## config.mk

```make
export PLATFORM = sky130hd
export DESIGN_NAME = dual_deque_ctrl
export DESIGN_NICKNAME = d
export VERILOG_FILES = /design/src/rtl/dual_deque_ctrl.sv
export SDC_FILE = /design/constraint.sdc
export NUM_CORES = 1
export LEC_CHECK = 0
export ABC_AREA = 0
export CAP_MARGIN = 30
export CELL_PAD_IN_SITES_DETAIL_PLACEMENT = 1
export CELL_PAD_IN_SITES_GLOBAL_PLACEMENT = 1
export CORE_UTILIZATION = 43
export CTS_BUF_LIST = sky130_fd_sc_hd__clkbuf_16
export DETAILED_ROUTE_END_ITERATION = 8
export GPL_ROUTABILITY_DRIVEN = 0
export PLACE_DENSITY = 0.93
export SKIP_CTS_REPAIR_TIMING = 1
export SLEW_MARGIN = 20
export SYNTH_ARGS = -nofsm -noshare
export SYNTH_HDL_FRONTEND = slang
export SYNTH_SLANG_ARGS = --single-unit
```

## constraint.sdc

```tcl
create_clock -name clk -period 5.25 [get_ports clk]
set_clock_uncertainty 0.2 [all_clocks]
set_input_delay 1.05 -clock clk [delete_from_list [all_inputs] [get_ports clk]]
set_output_delay 1.05 -clock clk [all_outputs]
set_load 0.02 [all_outputs]
```

## src/rtl/dual_deque_ctrl.sv

```systemverilog
// Two byte deques sharing one registered-read memory, each owning half of it.
// Optional macro DUAL_DEQUE_PEEK_EN enables PEEK_FRONT/PEEK_BACK; without it they are rejected.
module dual_deque_ctrl #(
  parameter int DEPTH = 64
) (
  input  logic                     clk,
  input  logic                     rst,
  input  logic                     cmd_valid,
  output logic                     cmd_ready,
  input  logic                     cmd_sel,
  input  logic [2:0]               cmd_op,
  input  logic [7:0]               cmd_data,
  output logic                     rsp_valid,
  output logic [7:0]               rsp_data,
  output logic                     rsp_err,
  output logic [$clog2(DEPTH)-1:0] mem_addr,
  output logic                     mem_we,
  output logic [7:0]               mem_wdata,
  input  logic [7:0]               mem_rdata,
  output logic [$clog2(DEPTH)-1:0] count0,
  output logic [$clog2(DEPTH)-1:0] count1
);
  localparam int AW   = $clog2(DEPTH);
  localparam int HALF = DEPTH / 2;
  localparam int PW   = AW - 1;
  localparam logic [AW-1:0] FULL_CNT = AW'(HALF);
  localparam logic [PW-1:0] CLR_LAST = {PW{1'b1}};

`ifdef DUAL_DEQUE_PEEK_EN
  localparam bit PEEK_EN = 1'b1;
`else
  localparam bit PEEK_EN = 1'b0;
`endif

  localparam logic [2:0] OP_PUSH_FRONT = 3'd0;
  localparam logic [2:0] OP_PUSH_BACK  = 3'd1;
  localparam logic [2:0] OP_POP_FRONT  = 3'd2;
  localparam logic [2:0] OP_POP_BACK   = 3'd3;
  localparam logic [2:0] OP_PEEK_FRONT = 3'd4;
  localparam logic [2:0] OP_PEEK_BACK  = 3'd5;
  localparam logic [2:0] OP_CLEAR      = 3'd6;

  typedef enum logic {S_IDLE, S_CLEAR} state_t;

  state_t        state_q, state_d;
  logic [PW-1:0] head_q [2];
  logic [PW-1:0] head_d [2];
  logic [PW-1:0] tail_q [2];
  logic [PW-1:0] tail_d [2];
  logic [AW-1:0] cnt_q  [2];
  logic [AW-1:0] cnt_d  [2];
  logic          clr_sel_q, clr_sel_d;
  logic [PW-1:0] clr_idx_q, clr_idx_d;
  logic          pend_q, pend_d;
  logic          rd_q, rd_d;
  logic          err_q, err_d;

  logic [PW-1:0] cur_head, cur_tail, head_m1, tail_m1;
  logic [AW-1:0] cur_cnt;
  logic          is_full, is_empty, accept;
  logic          mem_we_c;
  logic [AW-1:0] mem_addr_c;
  logic [7:0]    mem_wdata_c;

  // Handshake: a command transfers on a rising edge where cmd_valid && cmd_ready;
  // cmd_ready is high exactly when the controller is idle, and the response
  // for that command is a one-cycle rsp_valid pulse in the next cycle.
  assign accept   = cmd_valid && (state_q == S_IDLE);
  assign cur_head = head_q[cmd_sel];
  assign cur_tail = tail_q[cmd_sel];
  assign cur_cnt  = cnt_q[cmd_sel];
  assign head_m1  = cur_head - PW'(1);
  assign tail_m1  = cur_tail - PW'(1);
  assign is_full  = (cur_cnt == FULL_CNT);
  assign is_empty = (cur_cnt == '0);

  always_comb begin
    state_d     = state_q;
    head_d      = head_q;
    tail_d      = tail_q;
    cnt_d       = cnt_q;
    clr_sel_d   = clr_sel_q;
    clr_idx_d   = clr_idx_q;
    pend_d      = 1'b0;
    rd_d        = 1'b0;
    err_d       = 1'b0;
    mem_we_c    = 1'b0;
    mem_addr_c  = '0;
    mem_wdata_c = '0;
    case (state_q)
      S_IDLE: begin
        if (accept) begin
          pend_d = (cmd_op != OP_CLEAR);
          case (cmd_op)
            OP_PUSH_FRONT: begin
              if (is_full) err_d = 1'b1;
              else begin
                mem_we_c        = 1'b1;
                mem_addr_c      = {cmd_sel, head_m1};
                mem_wdata_c     = cmd_data;
                head_d[cmd_sel] = head_m1;
                cnt_d[cmd_sel]  = cur_cnt + AW'(1);
              end
            end
            OP_PUSH_BACK: begin
              if (is_full) err_d = 1'b1;
              else begin
                mem_we_c        = 1'b1;
                mem_addr_c      = {cmd_sel, cur_tail};
                mem_wdata_c     = cmd_data;
                tail_d[cmd_sel] = cur_tail + PW'(1);
                cnt_d[cmd_sel]  = cur_cnt + AW'(1);
              end
            end
            OP_POP_FRONT: begin
              if (is_empty) err_d = 1'b1;
              else begin
                mem_addr_c      = {cmd_sel, cur_head};
                rd_d            = 1'b1;
                head_d[cmd_sel] = cur_head + PW'(1);
                cnt_d[cmd_sel]  = cur_cnt - AW'(1);
              end
            end
            OP_POP_BACK: begin
              if (is_empty) err_d = 1'b1;
              else begin
                mem_addr_c      = {cmd_sel, tail_m1};
                rd_d            = 1'b1;
                tail_d[cmd_sel] = tail_m1;
                cnt_d[cmd_sel]  = cur_cnt - AW'(1);
              end
            end
            OP_PEEK_FRONT: begin
              if (!PEEK_EN || is_empty) err_d = 1'b1;
              else begin
                mem_addr_c = {cmd_sel, cur_head};
                rd_d       = 1'b1;
              end
            end
            OP_PEEK_BACK: begin
              if (!PEEK_EN || is_empty) err_d = 1'b1;
              else begin
                mem_addr_c = {cmd_sel, tail_m1};
                rd_d       = 1'b1;
              end
            end
            OP_CLEAR: begin
              state_d   = S_CLEAR;
              clr_sel_d = cmd_sel;
              clr_idx_d = '0;
            end
            default: err_d = 1'b1;
          endcase
        end
      end
      S_CLEAR: begin
        // One zero write per cycle across the region, lowest address first.
        mem_we_c   = 1'b1;
        mem_addr_c = {clr_sel_q, clr_idx_q};
        clr_idx_d  = clr_idx_q + PW'(1);
        if (clr_idx_q == CLR_LAST) begin
          state_d           = S_IDLE;
          head_d[clr_sel_q] = '0;
          tail_d[clr_sel_q] = '0;
          cnt_d[clr_sel_q]  = '0;
          pend_d            = 1'b1;
        end
      end
      default: state_d = S_IDLE;
    endcase
  end

  always_ff @(posedge clk) begin
    if (rst) begin
      state_q   <= S_IDLE;
      clr_sel_q <= 1'b0;
      clr_idx_q <= '0;
      pend_q    <= 1'b0;
      rd_q      <= 1'b0;
      err_q     <= 1'b0;
      for (int k = 0; k < 2; k++) begin
        head_q[k] <= '0;
        tail_q[k] <= '0;
        cnt_q[k]  <= '0;
      end
    end else begin
      state_q   <= state_d;
      clr_sel_q <= clr_sel_d;
      clr_idx_q <= clr_idx_d;
      pend_q    <= pend_d;
      rd_q      <= rd_d;
      err_q     <= err_d;
      head_q    <= head_d;
      tail_q    <= tail_d;
      cnt_q     <= cnt_d;
    end
  end

  // Outputs are forced quiet while rst is held, even before the first reset edge.
  assign cmd_ready = (state_q == S_IDLE);
  assign mem_we    = mem_we_c & ~rst;
  assign mem_addr  = rst ? '0 : mem_addr_c;
  assign mem_wdata = rst ? '0 : mem_wdata_c;
  assign rsp_valid = pend_q & ~rst;
  assign rsp_err   = err_q & ~rst;
  assign rsp_data  = (pend_q && rd_q && !rst) ? mem_rdata : 8'h00;
  assign count0    = cnt_q[0];
  assign count1    = cnt_q[1];

endmodule

```

Word-level counts from Yosys, hierarchy flattened
Index checks and enable logic that the tools add are counted.
{ "classes": {"n_addsub": 7, "magnitude_cmp": 4, "n_eq_ne": 19, "muxes": 73, "bitwise_logic": 14, "n_reduce_logical": 17} }
{ "op_table": {"columns": ["op", "count"], "rows": [
  ["$mux W10", 8],
  ["$pmux W10 S2", 4],
  ["$mux W6", 11],
  ["$mux W5", 10],
  ["$mux W12", 4],
  ["$mux W8", 6],
  ["$pmux W12 S2", 2],
  ["$bwmux W10", 4],
  ["$bwmux W12", 2],
  ["$ne A3 B3 Y1 const B", 8],
  ["$pmux W6 S4", 1],
  ["$and A10 B10 Y10", 2],
  ["$add A5 B1 Y5 const B", 3],
  ["$reduce_and A5 Y1", 3],
  ["$and A12 B12 Y12", 1],
  ["$demux W6 S1", 2],
  ["$not A12 Y12", 1],
  ["$pmux W6 S2", 1],
  ["$mux W1", 11],
  ["$demux W5 S1", 2],
  ["$not A10 Y10", 1],
  ["$pmux W5 S2", 1],
  ["$sub A5 B1 Y5 const B", 2],
  ["$add A6 B1 Y6 const B", 1],
  ["other kinds (24)", 43]
]} }
{ "word_totals": {"register_bits": 42, "input_bits": 23, "output_inout_bits": 38, "word_cells": 146} }

Depth between registers and ports, before layout
{ "logic_depth": {"depth_word": 10, "mapped_depth": 10, "mapped_depth_nobuf": 8} }

Worst setup path after synthesis
No wires, ideal clock.
{ "synth_timing": {"kind": "input-to-output", "from": "input cmd_sel", "to": "output mem_addr[2]", "arrival_time_ns": 3.009, "t_required_ns": 4.000, "path_slack_ns": 0.991, "path_stages": 10, "n_path_buf": 3, "path_cell_list": "buf_6 buf_4 buf_4 mux2i_1 ha_1 nor4_1 a32o_1 a41oi_1 o221ai_1 a32o_1"} }
{ "synth_between": {"elab_chain_cells": 10, "elab_cells_between_ends": 22, "cone_classes": "add/sub: 2; eq/ne: 1; mux: 17; bitwise: 1; reduce/logical: 1"} }
{ "synth_lines": {"columns": ["element", "line_no", "text"], "rows": [
  ["start, declared", "10", "input logic cmd_sel,"],
  ["$not A1 Y2 (not written as such) (*)", "69, 70, 71", null],
  ["$mux W5 (not written as such), or another cell as far along (3 in a row)", "70", "assign cur_tail = tail_q[cmd_sel];"],
  ["$sub A5 B1 Y5, or another cell as far along", "73", "assign tail_m1 = cur_tail - PW'(1);"],
  ["$mux W6 (on tied branches)", null, null],
  ["$pmux W6 S4 (*)", "94", "case (cmd_op)"],
  ["$mux W6 (*)", "92", "if (accept) begin"],
  ["$pmux W6 S2 (*)", "90", "case (state_q)"],
  ["$mux W6 (*)", "202", "assign mem_addr = rst ? '0 : mem_addr_c;"],
  ["end, declared", "16", "output logic [$clog2(DEPTH)-1:0] mem_addr,"]
]} }
Every way passes the cells marked *; elsewhere a longest branch is shown, timed or not. The select of a mux whose other input is x is not followed.

Final worst setup path
{ "layout_timing": {"from": "input cmd_valid", "to": "output mem_addr[1]"} }
{ "layout_between": {"elab_chain_cells": 4} }
{ "layout_lines": {"columns": ["element", "line_no", "text"], "rows": [
  ["start, declared", "8", "input logic cmd_valid,"],
  ["$logic_and A1 B1 Y1", "68", "assign accept = cmd_valid && (state_q == S_IDLE);"],
  ["$mux W6", "92", null],
  ["$pmux W6 S2", "90", null],
  ["$mux W6", "202", null]
]} }
No other way between the ends.

==> run_results.csv <==
group,metric,value,unit
detailed_routing,vias,3500,
detailed_routing,dr.max_layer_used,"met4",
timing,hold_viol_final,0,
synth,synth_top_area_frac,0.2554,
die,die_x,89.50,um
worst_setup_path,worstPathCellList,"clkdlybuf4s50_1 > or3b_1 > nor2_1 > nand3_1 > o21ai_0 > clkdlybuf4s50_1",
timing,setup_viol,0,
cts,clockBufferDepth,2,
synth,syn-instance-count,387,
power_and_ir_drop,peakVddDrop,123.2,uV
final_layout,num-nets-final,476,
synth,synth_area_leader_cell,"dfxtp_1",
detailed_routing,routed_wl,11.89,mm
worst_setup_path,crit_fanout,7,
timing,clock.fmax,195.4,MHz
synth,ys.flop_type,"dfxtp_1",
synth,postSynthAreaPerCell,8.506,sq um
detailed_routing,dr.pass1.iters,4,
flow_run,drv_cap,0,
power_and_ir_drop,p_seq_frac,0.380,
cts,cts_htree_levels,2,
worst_setup_path,r2r_slack,2460,ps
synth,ys_ff_latch,42,
worst_setup_path,crit_path_frequent_cell,"clkdlybuf4s50_1",
die,die_h,89.50,um
synth,netlist_area,3292,sq um
timing,slew-limit-headroom,0.4618,
cts,clock_sinks,42,
worst_setup_path,reg2reg_from,"count1[1]",
die,start_util,0.4491,
hold_path,hp-class,"register to register",
worst_setup_path,arrival,3870,ps
die,core-area,7331,sq um
detailed_routing,wl_met3,601,um
detailed_routing,route.detailed.drc,0,
synth,yosys.cell_types.count,75,
grt,grt_use_total,0.3090,
grt,globalRouteOverflowTotal,0,
worst_setup_path,crit_path_top_delay_cell,"clkdlybuf4s50_1",
final_layout,syn_to_final_growth,25.96,%
grt,grt_pass1_wl,18.50,mm
final_layout,drive_gt1_frac,0.1211,
hold_path,hp-start,"head_q[4]",
power_and_ir_drop,power_switching,257.3,uW
final_layout,fin_util,0.5656,
die,ios,61,
worst_setup_path,r2r-end,"head_q[0]",
worst_setup_path,critPathMaxStageDelay,650,ps
placed_design,io_buffers,60,
detailed_routing,routed_via_density,6.422,
detailed_routing,drtIter0Drc,274,
synth,synth-seq-area-share,0.2554,
worst_setup_path,critPathLaunchType,"primary input",
cts,clk_pin_slew,60,ps
placed_design,dp_hpwl,8.953,mm
timing,tns,0,ps
timing,finalMaxSlewViolations,0,
synth,ys_async_sr_fraction,0,
cts,insertion_delay,290,ps
worst_setup_path,reg2reg_depth,7,
worst_setup_path,startpoint,"cmd_valid",
power_and_ir_drop,powerDensity,213.7,nW/um^2
die,dieArea,8009,sq um
die,rows,31,
power_and_ir_drop,p_leak,1.569,nW
timing,fin_crit_sh,0.9746,
outcome,outcome,"finished, final reports clean",
power_and_ir_drop,p_comb_frac,0.218,
cts,cts_buffers,5,
synth,synth_edf_count,0,
grt,grt_antenna_before_repair,0,
grt,grt_max_degree,56,
worst_setup_path,worstSetupPathType,"primary input to output port",
cts,tritoncts,"done",
detailed_routing,postRouteAntennaNets,0,
power_and_ir_drop,pwr-share-clk,0.401,
worst_setup_path,cp_data_required_time,4000,ps
grt,grt_pass1_vias,3531,
timing,worstMarginPinSlew,804.5,ps
worst_setup_path,crit_path_end_kind,"output port",
timing,rsz0062_at_grt,"no",
detailed_routing,wl_met1,5.021,mm
detailed_routing,wl_met2,5.837,mm
synth,synth_nets,418,
detailed_routing,avgRoutedWirePerCell,21.81,um
cts,cts-root-buf,"clkbuf_16",
synth,yosys-top-cells-area,"dfxtp_1 (26%), mux2i_1 (7.0%), ha_1 (3.0%)",
timing,fin_crit,5116,ps
power_and_ir_drop,netSwitchingFraction,0.2904,
worst_setup_path,crit_end,"mem_addr[1]",
power_and_ir_drop,internal-power,628.9,uW
synth,yosys_warnings,0,
final_layout,antenna_cells,0,
==> placed cells by master (no fill, tap or decap), types with 4 or more instances in the layout <==
cell type | synthesis | routed
nand3b_1 | 6 | 6
nor4_1 | 7 | 7
nand4b_1 | 4 | 4
nor2_1 | 22 | 22
o21ai_0 | 20 | 20
o31ai_1 | 10 | 10
mux2i_1 | 23 | 23
nand4_1 | 5 | 5
clkbuf_16 | 0 | 5
ha_1 | 8 | 8
nor2b_1 | 7 | 7
dfxtp_1 | 42 | 42
xnor2_1 | 10 | 10
inv_1 | 14 | 16
and3_1 | 10 | 10
nand2b_1 | 6 | 6
a22oi_1 | 4 | 4
nor3_1 | 5 | 5
nand2_1 | 24 | 24
a21oi_1 | 19 | 19
nand3_1 | 18 | 18
a211oi_1 | 5 | 5
a32o_1 | 4 | 4
mux2_2 | 6 | 6
clkdlybuf4s50_1 | 0 | 58
xor2_1 | 4 | 4
and2_1 | 9 | 9
o32ai_1 | 4 | 4
buf_4 | 2 | 15
or4_1 | 4 | 4
==> power groups by stage <==
stage,registers (mW),clock network (mW),logic [mW]
global route,0.338,0.369,0.205
global placement,0.343,0,0.178
finish,0.337,0.356,0.194
detailed placement,0.344,0,0.187
CTS,0.337,0.357,0.191
floorplan,0.343,0,0.122
==> worst max-delay path, delay by kind of cell <==
kind	cells	cell delay, ps
and+or+nand+nor	3	1260
AOI/OAI and AO/OA	1	300
buffers and inverters	2	1250
==> cell families after synthesis <==
kind of cell    Yosys count  share of synthesized area
compound gates           97                     0.2155
xor+xnor                 15                    0.04561
simple gates            152                     0.2759
buf+inv                  39                    0.05815
fa+ha+maj                 8                    0.03041
mux                      34                     0.1190
flops                    42                     0.2554
==> state kept, by name, summed over array words and instances, names as in the netlist <==
| name | count |
|---|---|
| count1 | 6 |
| pend_q | 1 |
| tail_q | 10 |
| state_q | 1 |
| clr_idx_q | 5 |
| clr_sel_q | 1 |
| err_q | 1 |
| count0 | 6 |
| rd_q | 1 |
| head_q | 10 |
==> Yosys cell counts, types with 7 or more instances <==
library cell / instances
and2_1: 9
o31ai_1: 10
nor2b_1: 7
ha_1: 8
nand3_1: 18
nor4_1: 7
xnor2_1: 10
clkbuf_1: 14
nor2_1: 22
nand2_1: 24
and3_1: 10
dfxtp_1: 42
o21ai_0: 20
inv_1: 14
a21oi_1: 19
mux2i_1: 23
==> how the worst min path moves through the flow <==
stage / cells past startpoint / end
final: 2 / head_q[4]
after global routing: 2 / head_q[4]
after floorplan: 2 / tail_q[6]
after CTS: 2 / head_q[4]
after global placement: 2 / tail_q[6]
after detailed placement: 2 / head_q[4]
==> per-stage QoR <==
stage | hold WS, ps | setup slack [ps] | area, sq um | cells | total power [mW]
floorplan | 239.6 | 991.3 | 3292 | 387 | 0.4653
global placement | 270.8 | 385.8 | 3984 | 537 | 0.5212
detailed placement | 286.6 | 308.6 | 3984 | 537 | 0.5308
CTS | 295.8 | 250.8 | 4146 | 545 | 0.8844
global route | 331.4 | 98.48 | 4146 | 545 | 0.9122
finish | 297.6 | 133.5 | 4146 | 545 | 0.8862
==> area by class of cell <==
class / instances / area (sq um)
sequential: 42 / 840.8
inverter: 15 / 56.30
clock buffer: 5 / 125.1
tap: 99 / 123.9
timing repair buffer: 75 / 703.2
fill: 864 / 3184
clock inverter: 3 / 37.54
multi-input combinational: 306 / 2260
==> per-layer routing <==
metal / track usage / vias to the layer above
met2: 0.5232 / 139
li1: - / 1584
met3: 0.03601 / 37
met5: 0 / -
met1: 0.3925 / 1740
met4: 0.1443 / 0
(Power assumes the default switching activity.)
